[src/rtl/pipe_ctrl_pkg.sv]
// Shared constants and helpers for the pipeline-control / hazard unit.
// Stage indices, the register-file forward code and the forward-select width.
package pipe_ctrl_pkg;

    localparam int unsigned STG_IF      = 0;
    localparam int unsigned STG_ID      = 1;
    localparam int unsigned STG_EXE     = 2;
    localparam int unsigned FWD_REGFILE = 0;

    // The control event that wins the priority decode in a given cycle.
    typedef enum logic [2:0] {
        EvNone,
        EvReset,
        EvDebug,
        EvExc,
        EvRom,
        EvRam,
        EvLoad,
        EvFlush
    } ctrl_ev_e;

    function automatic int unsigned fw_width(input int unsigned num_stages);
        return (num_stages <= 2) ? 1 : $clog2(num_stages);
    endfunction

endpackage

[src/rtl/pipe_hazard_ctrl_if.sv]
// Decoder-side bundle of the hazard unit: decoded ID fields and stall/flush requests in,
// per-stage enables/resets, forwarding selects and counters out.
interface pipe_hazard_ctrl_if
    import pipe_ctrl_pkg::*;
#(
    parameter int unsigned NUM_STAGES = 5,
    parameter int unsigned ADDR_W     = 5,
    parameter int unsigned NUM_SRC    = 2,
    parameter int unsigned CNT_W      = 16
) ();
    localparam int unsigned FW = fw_width(NUM_STAGES);

    logic                      debug_en;
    logic                      debug_step;
    logic                      id_valid;
    logic [NUM_SRC*ADDR_W-1:0] id_src_addr;
    logic [NUM_SRC-1:0]        id_src_used;
    logic                      id_wen;
    logic [ADDR_W-1:0]         id_waddr;
    logic                      id_is_load;
    logic                      id_is_store;
    logic                      rom_stall;
    logic                      ram_stall;
    logic                      flush_req;
    logic                      exc_req;
    logic [NUM_STAGES-1:0]     stage_en;
    logic [NUM_STAGES-1:0]     stage_rst;
    logic [NUM_SRC*FW-1:0]     fwd_sel;
    logic                      fwd_m;
    logic                      load_stall;
    logic [CNT_W-1:0]          stall_cnt;
    logic [CNT_W-1:0]          flush_cnt;

    modport master (
        output debug_en, debug_step, id_valid, id_src_addr, id_src_used, id_wen, id_waddr,
               id_is_load, id_is_store, rom_stall, ram_stall, flush_req, exc_req,
        input  stage_en, stage_rst, fwd_sel, fwd_m, load_stall, stall_cnt, flush_cnt
    );

    modport slave (
        input  debug_en, debug_step, id_valid, id_src_addr, id_src_used, id_wen, id_waddr,
               id_is_load, id_is_store, rom_stall, ram_stall, flush_req, exc_req,
        output stage_en, stage_rst, fwd_sel, fwd_m, load_stall, stall_cnt, flush_cnt
    );

endinterface

[src/rtl/fwd_match.sv]
// Priority search of the in-flight scoreboard for one ID source operand.
// Reports the youngest matching stage and whether that producer is not yet forwardable.
module fwd_match
    import pipe_ctrl_pkg::*;
#(
    parameter int unsigned NUM_STAGES = 5,
    parameter int unsigned ADDR_W     = 5,
    parameter int unsigned LOAD_LAT   = 1,
    parameter int unsigned FW         = fw_width(NUM_STAGES)
) (
    input  logic                             used,
    input  logic [ADDR_W-1:0]                addr,
    input  logic [NUM_STAGES-1:2]            sb_valid,
    input  logic [NUM_STAGES-1:2]            sb_wen,
    input  logic [NUM_STAGES-1:2]            sb_load,
    input  logic [(NUM_STAGES-2)*ADDR_W-1:0] sb_waddr,
    output logic [FW-1:0]                    sel,
    output logic                             hazard
);

    // Walk oldest to youngest so the youngest match is the last one written.
    always_comb begin
        sel    = FW'(FWD_REGFILE);
        hazard = 1'b0;
        for (int k = NUM_STAGES - 1; k >= 2; k--) begin
            if (used && (addr != '0) && sb_valid[k] && sb_wen[k] &&
                (sb_waddr[(k-2)*ADDR_W +: ADDR_W] == addr)) begin
                sel    = FW'(k);
                hazard = sb_load[k] && (k < 2 + int'(LOAD_LAT));
            end
        end
    end

endmodule

[src/rtl/pipe_hazard_ctrl.sv]
// Parametrised pipeline control and hazard unit: destination scoreboard, operand forwarding,
// load-use stall, prioritised stall/flush/exception/debug control and saturating counters.
module pipe_hazard_ctrl
    import pipe_ctrl_pkg::*;
#(
    parameter int unsigned NUM_STAGES = 5,
    parameter int unsigned ADDR_W     = 5,
    parameter int unsigned NUM_SRC    = 2,
    parameter int unsigned LOAD_LAT   = 1,
    parameter int unsigned EXC_DEPTH  = 3,
    parameter int unsigned DBG_EN     = 1,
    parameter int unsigned CNT_W      = 16
) (
    input logic              clk,
    input logic              rst,
    pipe_hazard_ctrl_if.slave bus
);
    localparam int unsigned FW       = fw_width(NUM_STAGES);
    localparam int unsigned LAST     = NUM_STAGES - 1;
    localparam int unsigned DATA_SRC = (NUM_SRC > 1) ? 1 : 0;

    logic [NUM_STAGES-1:2]            sb_valid_q, sb_wen_q, sb_load_q;
    logic [(NUM_STAGES-2)*ADDR_W-1:0] sb_waddr_q;
    logic                             step_prev_q;
    logic [CNT_W-1:0]                 stall_cnt_q, flush_cnt_q;

    logic [FW-1:0]         src_sel [NUM_SRC];
    logic [NUM_SRC-1:0]    src_hazard;
    logic                  other_hazard, late_store, stall_raw, dbg_hold;
    logic [NUM_STAGES-1:0] stage_en, stage_rst;
    ctrl_ev_e              ev;

    for (genvar i = 0; i < NUM_SRC; i++) begin : g_src
        fwd_match #(
            .NUM_STAGES(NUM_STAGES),
            .ADDR_W    (ADDR_W),
            .LOAD_LAT  (LOAD_LAT),
            .FW        (FW)
        ) u_match (
            .used    (bus.id_src_used[i]),
            .addr    (bus.id_src_addr[i*ADDR_W +: ADDR_W]),
            .sb_valid(sb_valid_q),
            .sb_wen  (sb_wen_q),
            .sb_load (sb_load_q),
            .sb_waddr(sb_waddr_q),
            .sel     (src_sel[i]),
            .hazard  (src_hazard[i])
        );
    end

    // Store data from a load one stage short of ready can be picked up late in MEM.
    always_comb begin
        other_hazard = 1'b0;
        for (int i = 0; i < NUM_SRC; i++) begin
            if (i != int'(DATA_SRC)) other_hazard = other_hazard | src_hazard[i];
        end
        late_store = (NUM_SRC > 1) && bus.id_is_store && src_hazard[DATA_SRC] && !other_hazard &&
                     (src_sel[DATA_SRC] == FW'(1 + LOAD_LAT));
        stall_raw  = (|src_hazard) && !late_store;
        dbg_hold   = (DBG_EN != 0) && bus.debug_en && !(bus.debug_step && !step_prev_q);
    end

    always_comb begin
        stage_en       = '1;
        stage_rst      = '0;
        bus.fwd_sel    = '0;
        bus.fwd_m      = 1'b0;
        bus.load_stall = 1'b0;
        ev             = EvNone;
        if (rst) begin
            stage_rst = '1;
            ev        = EvReset;
        end else begin
            bus.fwd_m      = late_store;
            bus.load_stall = stall_raw;
            for (int i = 0; i < NUM_SRC; i++) begin
                bus.fwd_sel[i*FW +: FW] = src_hazard[i] ? FW'(FWD_REGFILE) : src_sel[i];
            end
            if (dbg_hold) begin
                stage_en = '0;
                ev       = EvDebug;
            end else if (bus.exc_req) begin
                for (int k = 0; k < NUM_STAGES; k++) begin
                    if (k < int'(EXC_DEPTH)) stage_rst[k] = 1'b1;
                end
                ev = EvExc;
            end else if (bus.rom_stall) begin
                stage_en[STG_IF]   = 1'b0;
                stage_en[STG_ID]   = 1'b0;
                stage_rst[STG_EXE] = 1'b1;
                ev                 = EvRom;
            end else if (bus.ram_stall) begin
                stage_en[LAST-1:0] = '0;
                stage_rst[LAST]    = 1'b1;
                ev                 = EvRam;
            end else if (stall_raw) begin
                stage_en[STG_IF]   = 1'b0;
                stage_en[STG_ID]   = 1'b0;
                stage_rst[STG_EXE] = 1'b1;
                ev                 = EvLoad;
            end else if (bus.flush_req) begin
                stage_rst[STG_ID] = 1'b1;
                ev                = EvFlush;
            end
        end
        bus.stage_en  = stage_en;
        bus.stage_rst = stage_rst;
        bus.stall_cnt = stall_cnt_q;
        bus.flush_cnt = flush_cnt_q;
    end

    always_ff @(posedge clk) begin
        if (rst) begin
            sb_valid_q  <= '0;
            sb_wen_q    <= '0;
            sb_load_q   <= '0;
            sb_waddr_q  <= '0;
            step_prev_q <= 1'b0;
            stall_cnt_q <= '0;
            flush_cnt_q <= '0;
        end else begin
            step_prev_q <= bus.debug_step;
            if (stage_rst[STG_EXE]) begin
                sb_valid_q[2] <= 1'b0;
            end else if (stage_en[STG_EXE]) begin
                sb_valid_q[2]             <= bus.id_valid;
                sb_wen_q[2]               <= bus.id_wen;
                sb_load_q[2]              <= bus.id_is_load;
                sb_waddr_q[ADDR_W-1:0]    <= bus.id_waddr;
            end
            for (int k = 3; k < NUM_STAGES; k++) begin
                if (stage_rst[k]) begin
                    sb_valid_q[k] <= 1'b0;
                end else if (stage_en[k]) begin
                    sb_valid_q[k]                     <= sb_valid_q[k-1];
                    sb_wen_q[k]                       <= sb_wen_q[k-1];
                    sb_load_q[k]                      <= sb_load_q[k-1];
                    sb_waddr_q[(k-2)*ADDR_W +: ADDR_W] <= sb_waddr_q[(k-3)*ADDR_W +: ADDR_W];
                end
            end
            if ((ev == EvLoad) && (stall_cnt_q != '1)) stall_cnt_q <= stall_cnt_q + 1'b1;
            if (((ev == EvExc) || (ev == EvFlush)) && (flush_cnt_q != '1)) begin
                flush_cnt_q <= flush_cnt_q + 1'b1;
            end
        end
    end

endmodule

[src/flat_wrapper.sv]
// flat-port wrapper written by rule: the top's interface ports become plain ports
module pipe_hazard_ctrl_flat import pipe_ctrl_pkg::*;
#(
    parameter int unsigned NUM_STAGES = 5,
    parameter int unsigned ADDR_W     = 5,
    parameter int unsigned NUM_SRC    = 2,
    parameter int unsigned LOAD_LAT   = 1,
    parameter int unsigned EXC_DEPTH  = 3,
    parameter int unsigned DBG_EN     = 1,
    parameter int unsigned CNT_W      = 16
)
  (clk, rst, bus_debug_en, bus_debug_step, bus_id_valid, bus_id_src_addr, bus_id_src_used, bus_id_wen, bus_id_waddr, bus_id_is_load, bus_id_is_store, bus_rom_stall, bus_ram_stall, bus_flush_req, bus_exc_req, bus_stage_en, bus_stage_rst, bus_fwd_sel, bus_fwd_m, bus_load_stall, bus_stall_cnt, bus_flush_cnt);
  pipe_hazard_ctrl_if #(.NUM_STAGES(NUM_STAGES), .ADDR_W(ADDR_W), .NUM_SRC(NUM_SRC), .CNT_W(CNT_W)) bus_i ();
  input logic clk;
  input logic rst;
  input wire logic [$bits(bus_i.debug_en)-1:0] bus_debug_en;
  input wire logic [$bits(bus_i.debug_step)-1:0] bus_debug_step;
  input wire logic [$bits(bus_i.id_valid)-1:0] bus_id_valid;
  input wire logic [$bits(bus_i.id_src_addr)-1:0] bus_id_src_addr;
  input wire logic [$bits(bus_i.id_src_used)-1:0] bus_id_src_used;
  input wire logic [$bits(bus_i.id_wen)-1:0] bus_id_wen;
  input wire logic [$bits(bus_i.id_waddr)-1:0] bus_id_waddr;
  input wire logic [$bits(bus_i.id_is_load)-1:0] bus_id_is_load;
  input wire logic [$bits(bus_i.id_is_store)-1:0] bus_id_is_store;
  input wire logic [$bits(bus_i.rom_stall)-1:0] bus_rom_stall;
  input wire logic [$bits(bus_i.ram_stall)-1:0] bus_ram_stall;
  input wire logic [$bits(bus_i.flush_req)-1:0] bus_flush_req;
  input wire logic [$bits(bus_i.exc_req)-1:0] bus_exc_req;
  output wire logic [$bits(bus_i.stage_en)-1:0] bus_stage_en;
  output wire logic [$bits(bus_i.stage_rst)-1:0] bus_stage_rst;
  output wire logic [$bits(bus_i.fwd_sel)-1:0] bus_fwd_sel;
  output wire logic [$bits(bus_i.fwd_m)-1:0] bus_fwd_m;
  output wire logic [$bits(bus_i.load_stall)-1:0] bus_load_stall;
  output wire logic [$bits(bus_i.stall_cnt)-1:0] bus_stall_cnt;
  output wire logic [$bits(bus_i.flush_cnt)-1:0] bus_flush_cnt;
  assign bus_i.debug_en = bus_debug_en;
  assign bus_i.debug_step = bus_debug_step;
  assign bus_i.id_valid = bus_id_valid;
  assign bus_i.id_src_addr = bus_id_src_addr;
  assign bus_i.id_src_used = bus_id_src_used;
  assign bus_i.id_wen = bus_id_wen;
  assign bus_i.id_waddr = bus_id_waddr;
  assign bus_i.id_is_load = bus_id_is_load;
  assign bus_i.id_is_store = bus_id_is_store;
  assign bus_i.rom_stall = bus_rom_stall;
  assign bus_i.ram_stall = bus_ram_stall;
  assign bus_i.flush_req = bus_flush_req;
  assign bus_i.exc_req = bus_exc_req;
  assign bus_stage_en = bus_i.stage_en;
  assign bus_stage_rst = bus_i.stage_rst;
  assign bus_fwd_sel = bus_i.fwd_sel;
  assign bus_fwd_m = bus_i.fwd_m;
  assign bus_load_stall = bus_i.load_stall;
  assign bus_stall_cnt = bus_i.stall_cnt;
  assign bus_flush_cnt = bus_i.flush_cnt;
  pipe_hazard_ctrl #(.NUM_STAGES(NUM_STAGES), .ADDR_W(ADDR_W), .NUM_SRC(NUM_SRC), .LOAD_LAT(LOAD_LAT), .EXC_DEPTH(EXC_DEPTH), .DBG_EN(DBG_EN), .CNT_W(CNT_W)) u_core (.clk(clk), .rst(rst), .bus(bus_i));
endmodule
[config.mk]
export PLATFORM = sky130hd
export DESIGN_NAME = pipe_hazard_ctrl_flat
export DESIGN_NICKNAME = d
export VERILOG_FILES = /design/src/rtl/pipe_ctrl_pkg.sv /design/src/rtl/pipe_hazard_ctrl_if.sv /design/src/rtl/fwd_match.sv /design/src/rtl/pipe_hazard_ctrl.sv /design/src/flat_wrapper.sv
export SDC_FILE = /design/constraint.sdc
export NUM_CORES = 1
export LEC_CHECK = 0
export ABC_CLOCK_PERIOD_IN_PS = 3250
export BUFFER_PORTS_ARGS = -buffer_cell sky130_fd_sc_hd__buf_2
export CAP_MARGIN = 0
export CORE_ASPECT_RATIO = 0.9
export CORE_UTILIZATION = 40
export CTS_CLUSTER_DIAMETER = 80
export CTS_CLUSTER_SIZE = 24
export DETAILED_ROUTE_END_ITERATION = 12
export GPL_TIMING_DRIVEN = 0
export PLACE_DENSITY = 0.64
export SLEW_MARGIN = 20
export SYNTH_ARGS = -nofsm -noshare
export SYNTH_HDL_FRONTEND = slang
export SYNTH_HIERARCHICAL = 1
export SYNTH_SLANG_ARGS = --single-unit
[constraint.sdc]
create_clock -name clk -period 3.25 [get_ports clk]
set_input_delay 0.1625 -clock clk [delete_from_list [all_inputs] [get_ports clk]]
set_output_delay 0.1625 -clock clk [all_outputs]
set_load 0.005 [all_outputs]
==> results of run 1 <==
-- area by class of cell --
type | count | area [µm²] | share of cell area
sequential | 55 | 1110 | 0.282
tap | 96 | 120 | 0.0306
timing repair buffer | 85 | 445 | 0.113
inverter | 5 | 18.8 | 0.00478
clock buffer | 5 | 68.8 | 0.0175
buffer | 21 | 110 | 0.0280
clock inverter | 3 | 33.8 | 0.00860
multi-input combinational | 310 | 2020 | 0.515
-- state kept, by name (all words and copies together) (netlist names) --
register,count
u_core/bus.flush_cnt,16
u_core/bus.stall_cnt,16
u_core/step_prev_q,1
u_core/sb_valid_q,3
u_core/sb_waddr_q,15
u_core/sb_wen_q,3
u_core/sb_load_q,1
-- cells in the final DEF, fill, tap and decap left out, types with 3 or more instances in the layout --
cell / n
and3_1: 4
a21oi_2: 3
and2_1: 8
a21oi_1: 34
or4_4: 6
buf_2: 77
nor2b_1: 6
xor2_1: 20
o21ai_0: 16
or3_1: 15
mux2_2: 4
and4_1: 4
or2_2: 4
buf_4: 14
nand4_1: 16
or4_1: 12
nor3_1: 5
a21o_1: 3
o31ai_1: 10
dfxtp_1: 52
o21ai_1: 4
clkbuf_8: 5
mux2i_1: 10
nand2b_1: 5
buf_1: 3
nand2_1: 48
xnor2_1: 10
clkbuf_1: 10
nand3_1: 9
nor4_1: 6
nor2_1: 24
inv_1: 5
-- metal layers --
layer / vias up / part of all wire
li1: 1595 / -
met1: 1483 / 0.51
met2: 89 / 0.44
met3: 10 / 0.046
met4: 0 / 0.013
met5: - / 0
-- repair_timing --
action / 4_1_cts / 5_1_grt
cloned: 1 / 1
setup buffers: 5 / 2
endpoints found under the setup margin: 43 / 29
gates resized for setup: 14 / 27
pin swaps: 4 / 3
-- power groups by stage --
stage | combinational [W] | sequential, W | clock [W]
3_5_place_dp | 0.000144 | 0.000706 | 0
2_1_floorplan | 0.0000830 | 0.000703 | 0
4_1_cts | 0.000154 | 0.000690 | 0.000437
6_report | 0.000161 | 0.000690 | 0.000427
5_1_grt | 0.000175 | 0.000691 | 0.000472
3_3_place_gp | 0.000140 | 0.000706 | 0
-- worst min path at each step --
stage	slack, ns	endpoint	startpoint	depth (start not counted)
after floorplan	0.29	u_core/step_prev_q	bus_debug_step	1
after global placement	0.40	u_core/sb_waddr_q[1]	bus_id_waddr[1]	3
after detailed placement	0.40	u_core/sb_waddr_q[1]	bus_id_waddr[1]	3
after CTS	0.06	u_core/sb_waddr_q[1]	bus_id_waddr[1]	3
after global routing	0.07	u_core/sb_waddr_q[3]	bus_id_waddr[3]	3
final	0.06	u_core/sb_waddr_q[3]	bus_id_waddr[3]	3
-- stage by stage --
step,TNS [ns],cells,utilization,total power (W),cell area (µm²)
6_report,0,580,0.521,0.00128,3930
5_1_grt,-0.767,580,0.521,0.00134,3930
4_1_cts,0,578,0.509,0.00128,3840
3_5_place_dp,-10.28,564,0.481,0.000850,3630
3_3_place_gp,-7.94,564,0.481,0.000846,3630
2_1_floorplan,0,391,-,0.000786,3120
-- critical path, stage by stage (launching register included) --
cell and delay (ns):
dfxtp_4 0.39, xor2_2 0.14, or4_1 0.50, or4_4 0.47
nand2b_4 0.10, nand4bb_4 0.16, a2111oi_4 0.31, o211ai_1 0.23
buf_4 0.23, or4_4 0.48, a21oi_2 0.14
==> results.md, run 1 <==
- Total GRT Usage: 0.217
- HPWL after detailed placement: 6570 µm
- Critical path fanouts, max: 6
- Clock root buffer: clkbuf_8
- Max_cap viols: 0
- Syn Area/Cell: 7.98 µm²
- CTS tree: built
- Worst-path clk slew: 0.12 ns
- Met2 Use GR: 0.333
- Flop-to-flop setup slack: 0.02 ns
- # hold bufs at CTS: 0
- Chip Width: 95.1 µm
- Die height: 85.8 µm
- Final worst path period share: 0.995
- IO buf count: 77
- Worst-Margin Slew: 0.785 ns
- FILL cells: 727
- DR iter-0 viols: 135
- Initial antenna violation count: 0
- Setup CP Type: reg2reg
- Gp weighted congestion: 0.890
- Routed via count: 3177
- Post-layout min period: 3.23 ns
- I/O pins: 79
- Cells after Synth: 391
- YS warnings: 6
- Worst slew margin: 0.476
- Antenna viol nets, final: 0
- Setup violators final: 0
- Cell depth of the worst flop-to-flop path: 10
- PwrDens: 325 nW/µm²
- Last element of the critical path: u_core/bus.flush_cnt[12]
- Routed vias/inst: 5.48
- HP Class: in2reg
- Length of the first detailed-routing pass in iterations: 5
- Rows: 30
- Bufs on Longest Clock Path: 2
- Sw Ratio: 0.286
- Comb pwr share: 0.126
- WL/cell: 15.1 µm
- Slew Viols, Final: 0
- Synthesized net count: 422
- Fmax: 309 MHz
- CP Launch Type: flip-flop
- Status: finished clean
- Hold Slack: 0.0618 ns
- Final hold vios: 0
- Net Switching: 0.000366 W
- H-tree levels: 2
- Number of global-route vias before repair: 2882
- Routing usage on met1: 0.313
- CTS buffer count: 5
- Placeable Area: 7540 µm²
- RSZ-0062 raised after global routing: yes
- DP Worst Slack: -0.487 ns
- Gr ovfl total: 0
- Crit path DAT: 3.49 ns
- Max IR drop VDD: 0.176 mV
- Skew final: 0.0139 ns
- R2r startpoint: u_core/sb_waddr_q[6]
- Diodes inserted: 0
- Req. time, crit path: 3.51 ns
- R2r endpoint: u_core/bus.flush_cnt[12]
- Layout area overhead: 25.9%
- First-pass GRT wire length: 14000 µm
- Sink Count: 55
- Die area: 8160 µm²
- Worst setup margin: 0.0170 ns
- Layout cell share with drive strength beyond 1: 0.279
- GR peak layer: met2
- Seq pwr share: 0.540
- DRC: 0
- Starting Density: 0.414
- Internal power: 0.000912 W
- Worst-Skew Late Latency: 0.32 ns
- Crit. End Element: flip-flop
- DRT Wirelength: 8780 µm
- Final nets: 514
- Largest net degree at the start of global routing: 21
- Pleak: 1.56 nW
- Power share of the clock group: 0.334
- Mapped Area: 3120 µm²
- Crit. Startpoint: u_core/sb_waddr_q[6]
- Met3 GRT Util: 0.0346
Note: power is estimated with default switching activity, not from simulation.
==> run 2, diff against run 1 <==
--- a/config.mk
+++ b/config.mk
@@ -9,6 +9,7 @@
 export BUFFER_PORTS_ARGS = -buffer_cell sky130_fd_sc_hd__buf_2
 export CAP_MARGIN = 0
 export CORE_ASPECT_RATIO = 0.9
+export CORE_MARGIN = 8
 export CORE_UTILIZATION = 40
 export CTS_CLUSTER_DIAMETER = 80
 export CTS_CLUSTER_SIZE = 24
==> run 2 against run 1 <==
Compared with the run above: the flow now finishes with violations (setup timing); global-route usage shrank 5.0 points; utilization increased by 0.35 points; sequential cell count unchanged; wire length grew 6.0%; fmax decreased by 0.65%; largest cell class unchanged.
==> results.md, run 2 (synthesis gave the netlist of run 1 again) <==
- Status: finished with violations (was finished clean)
- Failing checks: setup timing
- Length of the first detailed-routing pass in iterations: 4 (was 5)
- Worst slew margin: 0.482 (was 0.476)
- Sum Neg Setup Slack: -0.00414 ns (was 0 ns)
- Layout cell share with drive strength beyond 1: 0.281 (was 0.279)
- CP most frequent cell: or4_4 (unchanged)
- Setup CP Type: reg2reg (unchanged)
- R2r endpoint: u_core/bus.flush_cnt[8] (was u_core/bus.flush_cnt[12])
- Worst-path clk slew: 0.10 ns (was 0.12 ns)
- Design area: 3960 µm² (was 3930 µm²)
- HPWL after detailed placement: 7010 µm (was 6570 µm)
- R2r startpoint: u_core/sb_waddr_q[8] (was u_core/sb_waddr_q[6])
- Hold path depth: 3 (unchanged)
- Largest net degree at the start of global routing: 17 (was 21)
- Skew final: 0.0132 ns (was 0.0139 ns)
- Die height: 99.8 µm (was 85.8 µm)
- # hold bufs at CTS: 0 (unchanged)
- Number of global-route vias before repair: 3126 (was 2882)
- Worst-Margin Slew: 0.777 ns (was 0.785 ns)
- Hold worst-path end: u_core/sb_waddr_q[1] (was u_core/sb_waddr_q[3])
- DRC: 0 (unchanged)
- Crit path DAT: 3.51 ns (was 3.49 ns)
- Clock root buffer: clkbuf_8 (unchanged)
- Gr ovfl total: 0 (unchanged)
- Diodes inserted: 0 (unchanged)
- Pleak: 1.56 nW (about the same)
- Crit. End Element: flip-flop (unchanged)
- Gp weighted congestion: 0.924 (was 0.890)
- WL/cell: 16.0 µm (was 15.1 µm)
- Fin util: 0.524 (was 0.521)
- Total power: 0.00124 W (was 0.00128 W)
- CP Launch Type: flip-flop (unchanged)
- DP Area: 3630 µm² (unchanged)
- Fmax: 307 MHz (was 309 MHz)
- Worst setup margin: -0.00414 ns (was 0.0170 ns)
- PwrDens: 313 nW/µm² (was 325 nW/µm²)
- Layout area overhead: 26.7% (was 25.9%)
- RSZ-0062 raised after global routing: yes (unchanged)
- DRT Wirelength: 9300 µm (was 8780 µm)
- Setup violators final: 1 (was 0)
- I/O pins: 79 (unchanged)
- IO buf count: 77 (unchanged)
- DR iter-0 viols: 197 (was 135)
- Slew Viols, Final: 0 (unchanged)
- Post-layout min period: 3.25 ns (was 3.23 ns)
- Min-delay src: bus_id_waddr[1] (was bus_id_waddr[3])
- Hold Slack: 0.0855 ns (was 0.0618 ns)
- First-pass GRT wire length: 15000 µm (was 14000 µm)
- Req. time, crit path: 3.50 ns (was 3.51 ns)
- CTS buffer count: 5 (unchanged)
- Max IR drop VDD: 0.189 mV (was 0.176 mV)
- HP Class: in2reg (unchanged)
- Max_cap viols: 0 (unchanged)
- Critical-path cell list: xor2_1, or4_1, or4_4, nand2b_4, nand4bb_4, a2111oi_4, o211ai_1, buf_4, or4_4, a21oi_2 (was xor2_2, or4_1, or4_4, nand2b_4, nand4bb_4, a2111oi_4, o211ai_1, buf_4, or4_4, a21oi_2)
- Slowest cell on crit path: or4_1 (unchanged)
- FILL cells: 734 (was 727)
- Starting Density: 0.414 (unchanged)
- Initial antenna violation count: 1 (was 0)
- Cell depth of the worst flop-to-flop path: 10 (unchanged)
- Routed via count: 3190 (was 3177)
- Critical path fanouts, max: 7 (was 6)
- Rows: 30 (unchanged)
- Die area: 10900 µm² (was 8160 µm²)
- Bufs on Longest Clock Path: 2 (unchanged)
- H-tree levels: 2 (unchanged)
- Final hold vios: 0 (unchanged)
- Final worst path period share: 1.00 (was 0.995)
- Total GRT Usage: 0.167 (was 0.217)
- Most frequent cells in the layout: buf_2 (80), dfxtp_1 (52), nand2_1 (48), a21oi_1 (33), nor2_1 (24) (was buf_2 (77), dfxtp_1 (52), nand2_1 (48), a21oi_1 (34), nor2_1 (24))
- Sink Count: 55 (unchanged)
- Flop-to-flop setup slack: -0.004 ns (was 0.02 ns)
- Critical Path Max Stage Delay: 0.52 ns (was 0.50 ns)
- Routed vias/inst: 5.47 (was 5.48)
- Final nets: 517 (was 514)
- CTS tree: built (unchanged)
- Chip Width: 109 µm (was 95.1 µm)
- Placeable Area: 7540 µm² (unchanged)
- Antenna viol nets, final: 0 (unchanged)
- Worst-Skew Late Latency: 0.31 ns (was 0.32 ns)
- Commonest non-fill, non-tap cell in the layout: buf_2 (unchanged)
run 2: changes by cell type in the layout (fill, tap and decap cells not counted), sizes merged:
cell	change
clkbuf	+2
buf	+3
clkinv	-2
run 2: worst max-delay path by stage:
stage	start	end	slack (ns)	depth (start not counted)
4_1_cts	u_core/sb_waddr_q[6]	bus_stage_rst[1]	0.01	10
5_1_grt	u_core/sb_waddr_q[6]	u_core/bus.flush_cnt[14]	-0.10	10
3_5_place_dp	u_core/sb_waddr_q[8]	u_core/bus.flush_cnt[6]	-0.51	11
2_1_floorplan	u_core/sb_waddr_q[8]	u_core/bus.stall_cnt[12]	0.05	10
6_report	u_core/sb_waddr_q[8]	u_core/bus.flush_cnt[8]	-0.004	10
3_3_place_gp	u_core/sb_waddr_q[8]	u_core/bus.flush_cnt[2]	-0.46	11
run 2: stage by stage:
stage / instances / worst slack, ns
4_1_cts: 577 / 0.0137
2_1_floorplan: 391 / 0.0476
5_1_grt: 583 / -0.104
6_report: 583 / -0.00414
3_5_place_dp: 564 / -0.510
3_3_place_gp: 564 / -0.463
run 2: report_power, final:
group / internal [W] / total (W) / switching, W
sequential: 0.000680 / 0.000689 / 0.00000990
combinational: 0.0000738 / 0.000167 / 0.0000936
clock: 0.000156 / 0.000382 / 0.000226
total: 0.000910 / 0.00124 / 0.000329
run 2: routing by layer:
metal	part of all wire	GRT usage
met5	0.0011	0
met1	0.49	0.222
met3	0.054	0.0365
met4	0.0075	0.0326
met2	0.45	0.270
run 2: worst max-delay path, delay by kind of cell (launching register included):
family / cells / cell delay, ns
compound gates: 3 / 0.71
xor+xnor: 1 / 0.15
simple gates: 5 / 1.75
flops: 1 / 0.35
buf+inv: 1 / 0.24
run 2: what timing repair did:
action | CTS | global route
gates resized for setup | 18 | 31
cloned | 1 | 2
endpoints found under the setup margin | 43 | 29
pin swaps | 3 | 11
buffers inserted | 4 | 4
run 2: area by class of cell:
class | count | area [µm²] | area share
clock buffers | 7 | 76.3 | 0.0193
well taps | 96 | 120 | 0.0304
multi-input cells | 310 | 2020 | 0.512
inverters | 5 | 18.8 | 0.00475
clock inverters | 1 | 8.76 | 0.00221
flip-flops and latches | 55 | 1110 | 0.281
repair buffers | 88 | 480 | 0.121
plain buffers | 21 | 118 | 0.0297
